===== src/rtl/ui_pkg.sv =====
`default_nettype none
// +--------------------------------------------------------------------------+
// | Module   : ui_pkg                                                         |
// | Brief    : Shared types and constants for the user-interface blocks      |
// |            (button conditioning, display scanning).                      |
// | Revision : 1.0 - initial release                                         |
// +--------------------------------------------------------------------------+
package ui_pkg;

    // Default prescale for a 1 ms sample tick from a 50 MHz clock.
    localparam int TICK_1MS = 50000;

    // Auto-repeat sequencer states.
    typedef enum logic [1:0] {
        ST_IDLE   = 2'd0,
        ST_DELAY  = 2'd1,
        ST_REPEAT = 2'd2
    } state_t;

    // Counter width able to hold 0..term-1; never narrower than one bit.
    function automatic int cnt_width(input int term);
        return (term > 1) ? $clog2(term) : 1;
    endfunction

endpackage
`default_nettype wire


===== src/rtl/tick_gen.sv =====
`default_nettype none
// +--------------------------------------------------------------------------+
// | Module   : tick_gen                                                       |
// | Brief    : Free-running prescaler producing a one-cycle tick every       |
// |            TICK_DIV clk cycles.                                          |
// | Revision : 1.0 - initial release                                         |
// +--------------------------------------------------------------------------+
module tick_gen
    import ui_pkg::*;
#(
    parameter int TICK_DIV = TICK_1MS
) (
    input  logic clk,
    input  logic clr,
    output logic tick
);

    localparam int             c_W    = cnt_width(TICK_DIV);
    localparam logic [c_W-1:0] c_LAST = c_W'(TICK_DIV - 1);

    logic [c_W-1:0] r_cnt;

    // Count 0..TICK_DIV-1 and wrap; the terminal count is the tick cycle.
    always_ff @(posedge clk or posedge clr) begin
        if (clr) begin
            r_cnt <= '0;
        end else if (r_cnt == c_LAST) begin
            r_cnt <= '0;
        end else begin
            r_cnt <= r_cnt + 1'b1;
        end
    end

    assign tick = (r_cnt == c_LAST);

endmodule
`default_nettype wire


===== src/rtl/debounce_pulse.sv =====
`default_nettype none
// +--------------------------------------------------------------------------+
// | Module   : debounce_pulse                                                 |
// | Brief    : Synchronises and debounces a raw push-button, emitting one    |
// |            clk-wide pulse per press plus optional auto-repeat pulses.    |
// | Revision : 1.0 - initial release                                         |
// +--------------------------------------------------------------------------+
module debounce_pulse
    import ui_pkg::*;
#(
    parameter int TICK_DIV     = TICK_1MS,
    parameter int STABLE_CNT   = 8,
    parameter int ACTIVE_LOW   = 1,
    parameter int REPEAT_EN    = 1,
    parameter int REPEAT_DELAY = 500,
    parameter int REPEAT_RATE  = 100
) (
    input  logic clk,
    input  logic clr,
    input  logic btn_n,
    output logic level,
    output logic pulse,
    output logic rpt
);

    // Raw pin value that means "not pressed".
    localparam logic c_RELEASED = (ACTIVE_LOW != 0);
    localparam logic c_REP_EN   = (REPEAT_EN != 0);

    localparam int c_STAB_W   = cnt_width(STABLE_CNT);
    localparam int c_RCNT_MAX = (REPEAT_DELAY > REPEAT_RATE) ? REPEAT_DELAY : REPEAT_RATE;
    localparam int c_RCNT_W   = cnt_width(c_RCNT_MAX);

    localparam logic [c_STAB_W-1:0] c_STAB_LAST  = c_STAB_W'(STABLE_CNT - 1);
    localparam logic [c_RCNT_W-1:0] c_DELAY_LAST = c_RCNT_W'(REPEAT_DELAY - 1);
    localparam logic [c_RCNT_W-1:0] c_RATE_LAST  = c_RCNT_W'(REPEAT_RATE - 1);

    logic                r_sync_a;
    logic                r_sync_b;
    logic                w_s;
    logic                w_tick;

    logic [c_STAB_W-1:0] r_stab;
    logic                r_level;
    logic                w_differ;
    logic                w_toggle;
    logic                w_rise;
    logic                w_fall;

    state_t              r_state;
    state_t              w_state_nxt;
    logic [c_RCNT_W-1:0] r_rcnt;
    logic [c_RCNT_W-1:0] w_rcnt_nxt;
    logic                r_pulse;
    logic                w_pulse_nxt;
    logic                r_rpt;
    logic                w_rpt_nxt;

    tick_gen #(
        .TICK_DIV (TICK_DIV)
    ) u_tick_gen (
        .clk  (clk),
        .clr  (clr),
        .tick (w_tick)
    );

    // Two-flop synchroniser, parked at the released level so reset never looks like a press.
    always_ff @(posedge clk or posedge clr) begin
        if (clr) begin
            r_sync_a <= c_RELEASED;
            r_sync_b <= c_RELEASED;
        end else begin
            r_sync_a <= btn_n;
            r_sync_b <= r_sync_a;
        end
    end

    // Normalised sample: 1 = pressed regardless of pin polarity.
    assign w_s = r_sync_b ^ c_RELEASED;

    // The level flips on the tick whose disagreeing sample completes the stable run.
    assign w_differ = w_s ^ r_level;
    assign w_toggle = w_tick & w_differ & (r_stab == c_STAB_LAST);
    assign w_rise   = w_toggle & ~r_level;
    assign w_fall   = w_toggle &  r_level;

    // Stability integrator: any agreeing sample restarts the run.
    always_ff @(posedge clk or posedge clr) begin
        if (clr) begin
            r_stab  <= '0;
            r_level <= 1'b0;
        end else if (w_tick) begin
            if (!w_differ) begin
                r_stab <= '0;
            end else if (r_stab == c_STAB_LAST) begin
                r_stab  <= '0;
                r_level <= ~r_level;
            end else begin
                r_stab <= r_stab + 1'b1;
            end
        end
    end

    // Sequencer registers; pulse/rpt are registered so they share the level-rise edge.
    always_ff @(posedge clk or posedge clr) begin
        if (clr) begin
            r_state <= ST_IDLE;
            r_rcnt  <= '0;
            r_pulse <= 1'b0;
            r_rpt   <= 1'b0;
        end else begin
            r_state <= w_state_nxt;
            r_rcnt  <= w_rcnt_nxt;
            r_pulse <= w_pulse_nxt;
            r_rpt   <= w_rpt_nxt;
        end
    end

    // Next-state and strobe decode; a falling level overrides any repeat due on the same tick.
    always_comb begin
        w_state_nxt = r_state;
        w_rcnt_nxt  = r_rcnt;
        w_pulse_nxt = 1'b0;
        w_rpt_nxt   = 1'b0;

        if (w_fall) begin
            w_state_nxt = ST_IDLE;
            w_rcnt_nxt  = '0;
        end else begin
            case (r_state)
                ST_IDLE: begin
                    if (w_rise) begin
                        w_pulse_nxt = 1'b1;
                        w_rcnt_nxt  = '0;
                        w_state_nxt = ST_DELAY;
                    end
                end
                ST_DELAY: begin
                    // With repeat disabled the counter is frozen and the state parks here.
                    if (c_REP_EN && w_tick) begin
                        if (r_rcnt == c_DELAY_LAST) begin
                            w_pulse_nxt = 1'b1;
                            w_rpt_nxt   = 1'b1;
                            w_rcnt_nxt  = '0;
                            w_state_nxt = ST_REPEAT;
                        end else begin
                            w_rcnt_nxt = r_rcnt + 1'b1;
                        end
                    end
                end
                ST_REPEAT: begin
                    if (w_tick) begin
                        if (r_rcnt == c_RATE_LAST) begin
                            w_pulse_nxt = 1'b1;
                            w_rpt_nxt   = 1'b1;
                            w_rcnt_nxt  = '0;
                        end else begin
                            w_rcnt_nxt = r_rcnt + 1'b1;
                        end
                    end
                end
                default: begin
                    w_state_nxt = ST_IDLE;
                    w_rcnt_nxt  = '0;
                end
            endcase
        end
    end

    assign level = r_level;
    assign pulse = r_pulse;
    assign rpt   = r_rpt;

endmodule
`default_nettype wire


===== config.mk =====
export PLATFORM = sky130hd
export DESIGN_NAME = debounce_pulse
export DESIGN_NICKNAME = d
export VERILOG_FILES = /design/src/rtl/ui_pkg.sv /design/src/rtl/tick_gen.sv /design/src/rtl/debounce_pulse.sv
export SDC_FILE = /design/constraint.sdc
export NUM_CORES = 1
export LEC_CHECK = 0
export CORE_MARGIN = 2
export CORE_UTILIZATION = 40
export DETAILED_ROUTE_END_ITERATION = 7
export GPL_TIMING_DRIVEN = 0
export PLACE_DENSITY_LB_ADDON = 0.15
export SYNTH_ARGS = -nofsm -noshare
export SYNTH_HDL_FRONTEND = slang
export SYNTH_SLANG_ARGS = --single-unit
export TNS_END_PERCENT = 5

===== constraint.sdc =====
create_clock -name clk -period 2.2 [get_ports clk]
set_input_delay 0.66 -clock clk [delete_from_list [all_inputs] [get_ports clk]]
set_output_delay 0.66 -clock clk [all_outputs]
set_load 0.01 [all_outputs]

# Word level (Yosys, flattened, before mapping)
# Cells that the tools add are included.
[classes]
div_mod_pow = 0
eq_ne = 11
add_sub_neg = 3
shifts = 0
n_reduce_logical = 4
bitwise_logic = 7
n_lt_le_gt_ge = 0
n_mux = 24
n_mul = 0
[op_table]
columns = ["operator", "n"]
rows = [
  ["$mux 9", 6],
  ["$pmux 9 s3", 1],
  ["$add 16x1->16 const B", 1],
  ["$eq 16x16->1 const B", 1],
  ["$mux 16", 1],
  ["$ne 3x3->1 const B", 4],
  ["$add 9x1->9 const B", 1],
  ["$eq 9x7->1 const B", 1],
  ["$eq 9x9->1 const B", 1],
  ["$mux 2", 4],
  ["$mux 1", 7],
  ["$mux 3", 2],
  ["$pmux 2 s3", 1],
  ["$reduce_and 3->1", 2],
  ["$and 1x1->1", 4],
  ["$reduce_and 4->1", 1],
  ["$add 3x1->3 const B", 1],
  ["$eq 3x3->1 const B", 1],
  ["$pmux 1 s3", 1],
  ["$eq 2x1->1 const B", 1],
  ["$eq 2x2->1 const B", 1],
  ["$logic_not 2->1", 1],
  ["$ne 2x2->1 const B", 1],
  ["$not 1->1", 2],
  ["other kinds (2)", 2],
]
[totals]
latch_bits = 0
rom_bits = 0
elab_cells = 58
input_bits = 3
memories = 0
ramBits = 0
register_bits = 35
output_inout_bits = 3

# Longest topological paths before layout
# Gate-level depths: netlist of the first run.
[logic_depth]
ltp_word = 8
mapped_depth = 9

# Modules after synthesis
# From an unflattened synthesis of the first run, not the netlist that was laid out.
[unflattened]
cells_unflattened = 180
hier_area_um2 = 1946.9
[modules_own_cells]
columns = ["module", "area_each_um2", "cells_each", "n_inst"]
rows = [
  ["debounce_pulse", 1189.9, 112, 1],
  ["tick_gen", 757.0, 68, 1],
]

# Least setup slack after synthesis of the first run
# No wires, ideal clock.
[synth_timing]
path_kind = "register to register"
startpoint = "register r_rcnt[0]"
endpoint = "register r_rcnt[3]"
slack_ns = 0.298
period_less_slack_ns = 1.902
path_buffers = 0
stages_incl_launch_ff = 7
arrival_time_ns = 1.781
cell_sequence = "dfrtp_1 > ha_1 > nor3b_1 > a31oi_1 > o221ai_4 > o22ai_1 > a22o_1"
[synth_via]
elab_chain_cells = 5
word_cells_on_any_way = 9
[synth_rtl]
columns = ["item", "line", "rtl"]
rows = [
  ["start: declaration", "debounce_pulse.sv:52", "logic [c_RCNT_W-1:0] r_rcnt;"],
  ["start signal: assignment", "debounce_pulse.sv:113", "r_rcnt <= w_rcnt_nxt;"],
  ["$add 9x1->9 (tied with other cells)", "debounce_pulse.sv:147, debounce_pulse.sv:158", ""],
  ["$mux 9 (on tied branches)", "debounce_pulse.sv:153, debounce_pulse.sv:141", ""],
  ["$mux 9 (on tied branches)", "debounce_pulse.sv:152, debounce_pulse.sv:140", ""],
  ["$pmux 9 s3 (*)", "debounce_pulse.sv:130", "case (r_state)"],
  ["$mux 9 (*)", "debounce_pulse.sv:126", "if (w_fall) begin"],
]
# Mark *: on every way between the ends. The rest lies on a longest branch, timed or not. The select of a mux whose other input is x is not followed.
# A chain may end at the register's enable or synchronous reset.

# Final worst setup path of the first run
[layout_timing]
startpoint = "register u_tick_gen.r_cnt[0]"
endpoint = "register r_rcnt[3]"
[layout_via]
elab_chain_cells = 6
word_cells_on_any_way = 10
[layout_rtl]
columns = ["item", "line", "rtl"]
rows = [
  ["start: declaration", "tick_gen.sv:21", "logic [c_W-1:0] r_cnt;"],
  ["start signal: assignment", "tick_gen.sv:30", "r_cnt <= r_cnt + 1'b1;"],
  ["$eq 16x16->1 (*)", "tick_gen.sv:34", "assign tick = (r_cnt == c_LAST);"],
  ["$and 1x1->1 (2 in a row)", "debounce_pulse.sv:83", "assign w_toggle = w_tick & w_differ & (r_stab == c_STAB_LAST);"],
  ["$and 1x1->1 (on tied branches)", "debounce_pulse.sv:85, debounce_pulse.sv:84", ""],
  ["$ne 3x3->1 (no line)", "n/a", ""],
  ["$reduce_and 3->1 (no line)", "n/a", ""],
]
# Mark *: on every way between the ends. The rest lies on a longest branch, timed or not.

==> results.sh, run 1 <==
export IMPL_die_area_um2=5378
export IMPL_fmax_mhz=484.4
export IMPL_dr_pass1_iters=4
export IMPL_synth_compound_area_share=0.1249
export IMPL_r2r_setup_slack_ns=0.14
export IMPL_fin_ws_ns=0.1354
export IMPL_synth_edf_count=0
export IMPL_worst_slew_pin_slew_ns=0.7269
export IMPL_dp_cells=245
export IMPL_viasPerCell=5.466
export IMPL_antenna_found_initial=0
export IMPL_crit_type="register to register"
export IMPL_synth_top_family_by_area="simple AND/OR/NAND/NOR gates"
export IMPL_max_cap_violations=0
export IMPL_numCtsBuffers=5
export IMPL_grt_pass1_vias=1422
export IMPL_ir_drop_mv=0.3365
export IMPL_antenna_cells=0
export IMPL_areaGrowthSynthToFinish_pct=12.17
export IMPL_hp_start="r_sync_a$_DFF_PP1_"
export IMPL_clk_path_buf_depth=2
export IMPL_cp_required_ns=2.37
export IMPL_syn_area_um2=1923
export IMPL_yosysTopAreaCell="dfrtp_1"
export IMPL_worst_r2r_endpoint="r_rcnt[3]$_DFFE_PP0P_"
export IMPL_synthMuxAreaShare=0.005856
export IMPL_ys_seq_area_frac=0.4567
export IMPL_initial_core_util=0.4099
export IMPL_yosys_top_cells_count="33 x dfrtp_1, 21 x nor2_1, 17 x nand2_1, 15 x nand3_1, 10 x xor2_1"
export IMPL_syn_num_nets=198
export IMPL_synth_ff_type="dfrtp_1"
export IMPL_hold_violations=0
export IMPL_rsz0062_at_grt="yes"
export IMPL_timing_final_crit_share=0.9385
export IMPL_synth_xor_area_frac=0.07287
export IMPL_synthAdderAreaFrac=0.05856
export IMPL_cts_tree="yes"
export IMPL_core_rowCount=25
export IMPL_die_h_um=73.34
export IMPL_clkTransAtPathRegs_ns=0.07
export IMPL_syn_area_per_cell_um2=10.34
export IMPL_dpl_hpwl_um=2595
export IMPL_whs_endpoint="r_sync_b$_DFF_PP1_"
export IMPL_worstHoldPathCells=0
export IMPL_grt_total_usage=0.1599
export IMPL_ios=6
export IMPL_synth_top_area_share=0.4294
export IMPL_routed_wl_um=3624
export IMPL_drt_iter0_markers=64
export IMPL_path_max_fanout=9
export IMPL_ys_ff_latch=35
export IMPL_relSlewSlack=0.5147
export IMPL_ant_nets=0
export IMPL_fin_crit_ns=2.065
export IMPL_clock_skew_ns=0.002144
export IMPL_grt_start_max_net_pins=36
export IMPL_yosysUniqueCellTypes=41
export IMPL_grt_pass1_wl_um=6555
export IMPL_synthTopCellsByArea="dfrtp_1 43%, ha_1 5.9%, xor2_1 4.6%"
export IMPL_yosysMostFrequentCell="dfrtp_1"
export IMPL_synthSimpleGateAreaFrac=0.2505
export IMPL_insertion_delay_ns=0.28
export IMPL_asyncSetResetFlopFracSynth=1.000
export IMPL_post_route_util=0.4597
export IMPL_setup_viol=0
export IMPL_reg2reg_depth=7
export IMPL_drv_slew=0
export IMPL_core_area_um2=4692
export IMPL_powerDensity_nw_per_um2=542.2
export IMPL_routabilityCongestion=0.8225
export IMPL_worst_r2r_startpoint="u_tick_gen.r_cnt[0]$_DFF_PP0_"
export IMPL_layout_cells_non_filler=253
export IMPL_vias=1383
export IMPL_ys_warn_count=0
export IMPL_min_path_type="register to register"
export IMPL_root_buffer="clkbuf_8"
export IMPL_layout_nets=210
export IMPL_critical_path_arrival_ns=2.24
export IMPL_io_buffers=5
export IMPL_endpoint_kind="register"
export IMPL_overflow=0
export IMPL_cts_sinks=35
export IMPL_h_tree_depth=2
export IMPL_post_place_ws_ns=-0.1185
export IMPL_post_cts_buffers=0
export IMPL_p_leak_nw=0.9715
export IMPL_post_drt_wl_per_cell_um=14.32
export IMPL_status="complete, no violations"
export IMPL_fin_setup_tns_ns=0
export IMPL_synthCells=186
export IMPL_die_w_um=73.34
export IMPL_holdWs_ns=0.3674
export IMPL_crit_path_start_kind="register"
export IMPL_remaining_drc_errors=0
export IMPL_drive_above_1_share=0.1307
==> metal layers <==
layer  up-vias  part of all wire  global-route usage
li1        698                 -                   -
met1       651              0.50              0.2193
met2        30              0.46              0.2432
met3         4             0.032             0.03704
met4         0             0.013             0.06667
met5         -                 0                   0
==> registers in the layout (all words and copies together), names as in the netlist <==
name / flops
pulse: 1
u_tick_gen.r_cnt: 16
r_state: 2
r_sync_a: 1
r_sync_b: 1
level: 1
r_rcnt: 9
rpt: 1
r_stab: 3
==> kinds of logic (layout without fill, tap and decap cells) <==
family	Yosys count	count (layout)
flops	35	35
xor+xnor	16	16
simple gates	87	87
fa+ha+maj	9	9
buf+inv	11	24
mux	1	1
compound gates	27	27
==> report_power, final <==
part           switching (W)  leakage [nW]  internal [W]
logic              0.0000139         0.452    0.00000383
clock network       0.000218        0.0515      0.000286
registers         0.00000129         0.468      0.000647
==> cell type report <==
cell class / count / area (um^2)
fill: 442 / 2535
clock buffer: 8 / 100.1
multi-input combinational: 140 / 1002
timing repair buffer: 5 / 50.05
inverter: 7 / 26.28
buffer: 4 / 32.53
sequential: 35 / 878.3
tap: 54 / 67.56
==> critical path, stage by stage (launching register included) <==
cell and delay [ns]:
dfrtp_1 0.39, ha_1 0.21, and3_1 0.15, clkbuf_2 0.17, nand4_4 0.20, o221ai_4 0.41
o22ai_1 0.16, a22o_1 0.25
==> cell usage in the layout, fill, tap and decap left out, drive strengths merged, types with 7 or more instances in the layout <==
master,n
a22o,7
and3,7
clkbuf,9
dfrtp,33
ha,9
inv,7
nand2,17
nand3,16
nand4,8
nor2,22
o22ai,7
xor2,10
==> stage by stage <==
step	instance area [um^2]	power (W)
floorplan	1923	0.0006707
global placement	2041	0.0006784
detailed placement	2041	0.0006794
CTS	2146	0.001192
global route	2157	0.001229
finish	2157	0.001170
==> timing repair <==
action,4_1_cts,5_1_grt
endpoints found under the setup margin,9,5
pin swaps,0,1
gates resized for setup,1,2
hold buffers,0,0
endpoints found under the hold margin,0,0
==> worst max-delay path by stage <==
stage / slack, ns / cells past startpoint / from / end
after global routing: -0.004 / 7 / u_tick_gen.r_cnt[0]$_DFF_PP0_ / r_rcnt[4]$_DFFE_PP0P_
after CTS: 0.14 / 7 / u_tick_gen.r_cnt[0]$_DFF_PP0_ / r_rcnt[3]$_DFFE_PP0P_
final: 0.14 / 7 / u_tick_gen.r_cnt[0]$_DFF_PP0_ / r_rcnt[3]$_DFFE_PP0P_
after global placement: -0.03 / 2 / clr / r_state[1]$_DFFE_PP0P_
after detailed placement: -0.12 / 2 / clr / rpt$_DFF_PP0_
after floorplan: 0.30 / 6 / r_rcnt[0]$_DFFE_PP0P_ / r_rcnt[3]$_DFFE_PP0P_
Power figures use the tool's default switching activity.
==> run 2: changes to the inputs <==
--- a/config.mk
+++ b/config.mk
@@ -5,6 +5,7 @@
 export SDC_FILE = /design/constraint.sdc
 export NUM_CORES = 1
 export LEC_CHECK = 0
+export CAP_MARGIN = 5
 export CORE_MARGIN = 2
 export CORE_UTILIZATION = 40
 export DETAILED_ROUTE_END_ITERATION = 7
==> run 2 against run 1 <==
Flip-flop and latch count stayed put. Largest cell class unchanged. Clock skew is 0.0024 ns higher. Global-route usage is 0.086 points higher. Critical path depth stayed put. Critical path type unchanged. Sequential power hardly changed. Total power is 1.1% higher. Highest routed layer unchanged. Die area stayed put. Largest power group unchanged.
==> results.sh, run 2 (synthesized netlist as in run 1, its figures left out) <==
export IMPL_grt_pass1_wl_um=6582
export IMPL_insertion_delay_ns=0.28
export IMPL_r2r_setup_slack_ns=0.14
export IMPL_post_cts_buffers=0
export IMPL_worst_r2r_startpoint="u_tick_gen.r_cnt[0]$_DFF_PP0_"
export IMPL_numCtsBuffers=5
export IMPL_ios=6
export IMPL_viasPerCell=5.476
export IMPL_cts_sinks=35
export IMPL_hold_violations=0
export IMPL_max_cap_violations=0
export IMPL_post_place_ws_ns=-0.01377
export IMPL_initial_core_util=0.4099
export IMPL_drive_above_1_share=0.1350
export IMPL_clk_path_buf_depth=2
export IMPL_grt_total_usage=0.1608
export IMPL_crit_family="compound AO/OA/AOI/OAI gates"
export IMPL_areaGrowthSynthToFinish_pct=13.73
export IMPL_io_buffers=5
export IMPL_overflow=0
export IMPL_fin_crit_ns=2.060
export IMPL_endpoint="r_rcnt[6]$_DFFE_PP0P_"
export IMPL_p_leak_nw=0.9841
export IMPL_setup_viol=0
export IMPL_worstPathCellList="ha_2, and3_1, clkbuf_2, nand4_4, o221ai_4, o22ai_1, a22o_1"
export IMPL_cp_required_ns=2.37
export IMPL_relSlewSlack=0.5135
export IMPL_die_area_um2=5378
export IMPL_final_cell_mix="33 x dfrtp_1, 21 x nor2_1, 17 x nand2_1"
export IMPL_clkTransAtPathRegs_ns=0.07
export IMPL_layout_cells_non_filler=254
export IMPL_worst_r2r_endpoint="r_rcnt[6]$_DFFE_PP0P_"
export IMPL_layout_nets=211
export IMPL_drv_slew=0
export IMPL_holdWs_ns=0.3627
export IMPL_path_max_fanout=9
export IMPL_fmax_mhz=485.4
export IMPL_dpl_hpwl_um=2636
export IMPL_crit_buf_inv=1
export IMPL_dr_pass1_iters=4
export IMPL_critPathLaunch="u_tick_gen.r_cnt[0]$_DFF_PP0_"
export IMPL_dp_cells=246
export IMPL_slowest_delay_ns=0.41
export IMPL_min_path_type="register to register"
export IMPL_h_tree_depth=2
export IMPL_crit_type="register to register"
export IMPL_core_area_um2=4692
export IMPL_drt_iter0_markers=115
export IMPL_grt_pass1_vias=1441
export IMPL_crit_path_start_kind="register"
export IMPL_die_h_um=73.34
export IMPL_top_register="u_tick_gen.r_cnt"
export IMPL_die_w_um=73.34
export IMPL_core_rowCount=25
export IMPL_cp_depth=7
export IMPL_antenna_found_initial=0
export IMPL_remaining_drc_errors=0
export IMPL_post_drt_wl_per_cell_um=14.44
export IMPL_cts_hold_buf=0
export IMPL_reg2reg_depth=7
export IMPL_routabilityCongestion=0.8225
export IMPL_grt_start_max_net_pins=20
export IMPL_powerDensity_nw_per_um2=540.4
export IMPL_antenna_cells=0
export IMPL_ir_drop_mv=0.2846
export IMPL_vias=1391
export IMPL_endpoint_kind="register"
export IMPL_ant_nets=0
export IMPL_top_regs="u_tick_gen.r_cnt (16), r_rcnt (9), r_stab (3)"
export IMPL_slowest_stage="o221ai_4"
export IMPL_routed_wl_um=3669
export IMPL_critical_path_arrival_ns=2.23
export IMPL_clock_skew_ns=0.004585
export IMPL_root_buffer="clkbuf_8"
export IMPL_timing_final_crit_share=0.9364
export IMPL_worst_slew_pin_slew_ns=0.7289
export IMPL_rsz0062_at_grt="no"
export IMPL_finalPower_w=0.001182
export IMPL_largest_reg_flops=16
export IMPL_status="complete, no violations"
export IMPL_post_route_util=0.4661
export IMPL_layout_commonest_cell="dfrtp_1"
export IMPL_fin_ws_ns=0.1400
export IMPL_cts_tree="yes"
-- run 2: worst min path at each step --
stage	startpoint	cells after the start	slack, ns	endpoint
finish	r_sync_a$_DFF_PP1_	0	0.36	r_sync_b$_DFF_PP1_
global route	r_sync_a$_DFF_PP1_	0	0.36	r_sync_b$_DFF_PP1_
CTS	r_sync_a$_DFF_PP1_	0	0.37	r_sync_b$_DFF_PP1_
detailed placement	r_sync_a$_DFF_PP1_	0	0.36	r_sync_b$_DFF_PP1_
global placement	r_sync_a$_DFF_PP1_	0	0.36	r_sync_b$_DFF_PP1_
floorplan	r_sync_a$_DFF_PP1_	0	0.35	r_sync_b$_DFF_PP1_
-- run 2: worst register-to-register path, cell delays in order (launching register included) --
cell and delay, ns:
dfrtp_1 0.39, ha_2 0.21, and3_1 0.14, clkbuf_2 0.17, nand4_4 0.21, o221ai_4 0.41, o22ai_1 0.16, a22o_1 0.25
-- run 2: through the flow --
step	instance area (um^2)	setup TNS (ns)
floorplan	1923	0
global placement	2041	-0.9836
detailed placement	2068	-0.02295
CTS	2173	0
global route	2187	0
finish	2187	0
-- run 2: power by group --
group          switching [W]  internal, W
registers         0.00000130     0.000647
logic              0.0000148   0.00000872
clock network       0.000225     0.000286
-- run 2: timing repair --
| item | CTS | global route |
|---|---|---|
| endpoints found under the setup margin | 7 | 3 |
| cloned | 0 | 0 |
| resized for setup | 1 | 3 |
| pin swaps | 0 | 2 |
-- run 2: routing by layer --
layer | vias up | wire, um | GRT usage
met4 | 0 | 22 | 0.06263
li1 | 694 | - | -
met1 | 674 | 1870 | 0.2202
met3 | 2 | 110 | 0.04664
met5 | - | 0 | 0
met2 | 21 | 1667 | 0.2402
-- run 2: cell type report --
type,instances,area [um^2]
fillers,416,2505
multi-input cells,140,1005
repair buffers,6,77.57
inverters,7,26.28
flip-flops and latches,35,878.3
well taps,54,67.56
plain buffers,4,32.53
clock buffers,8,100.1
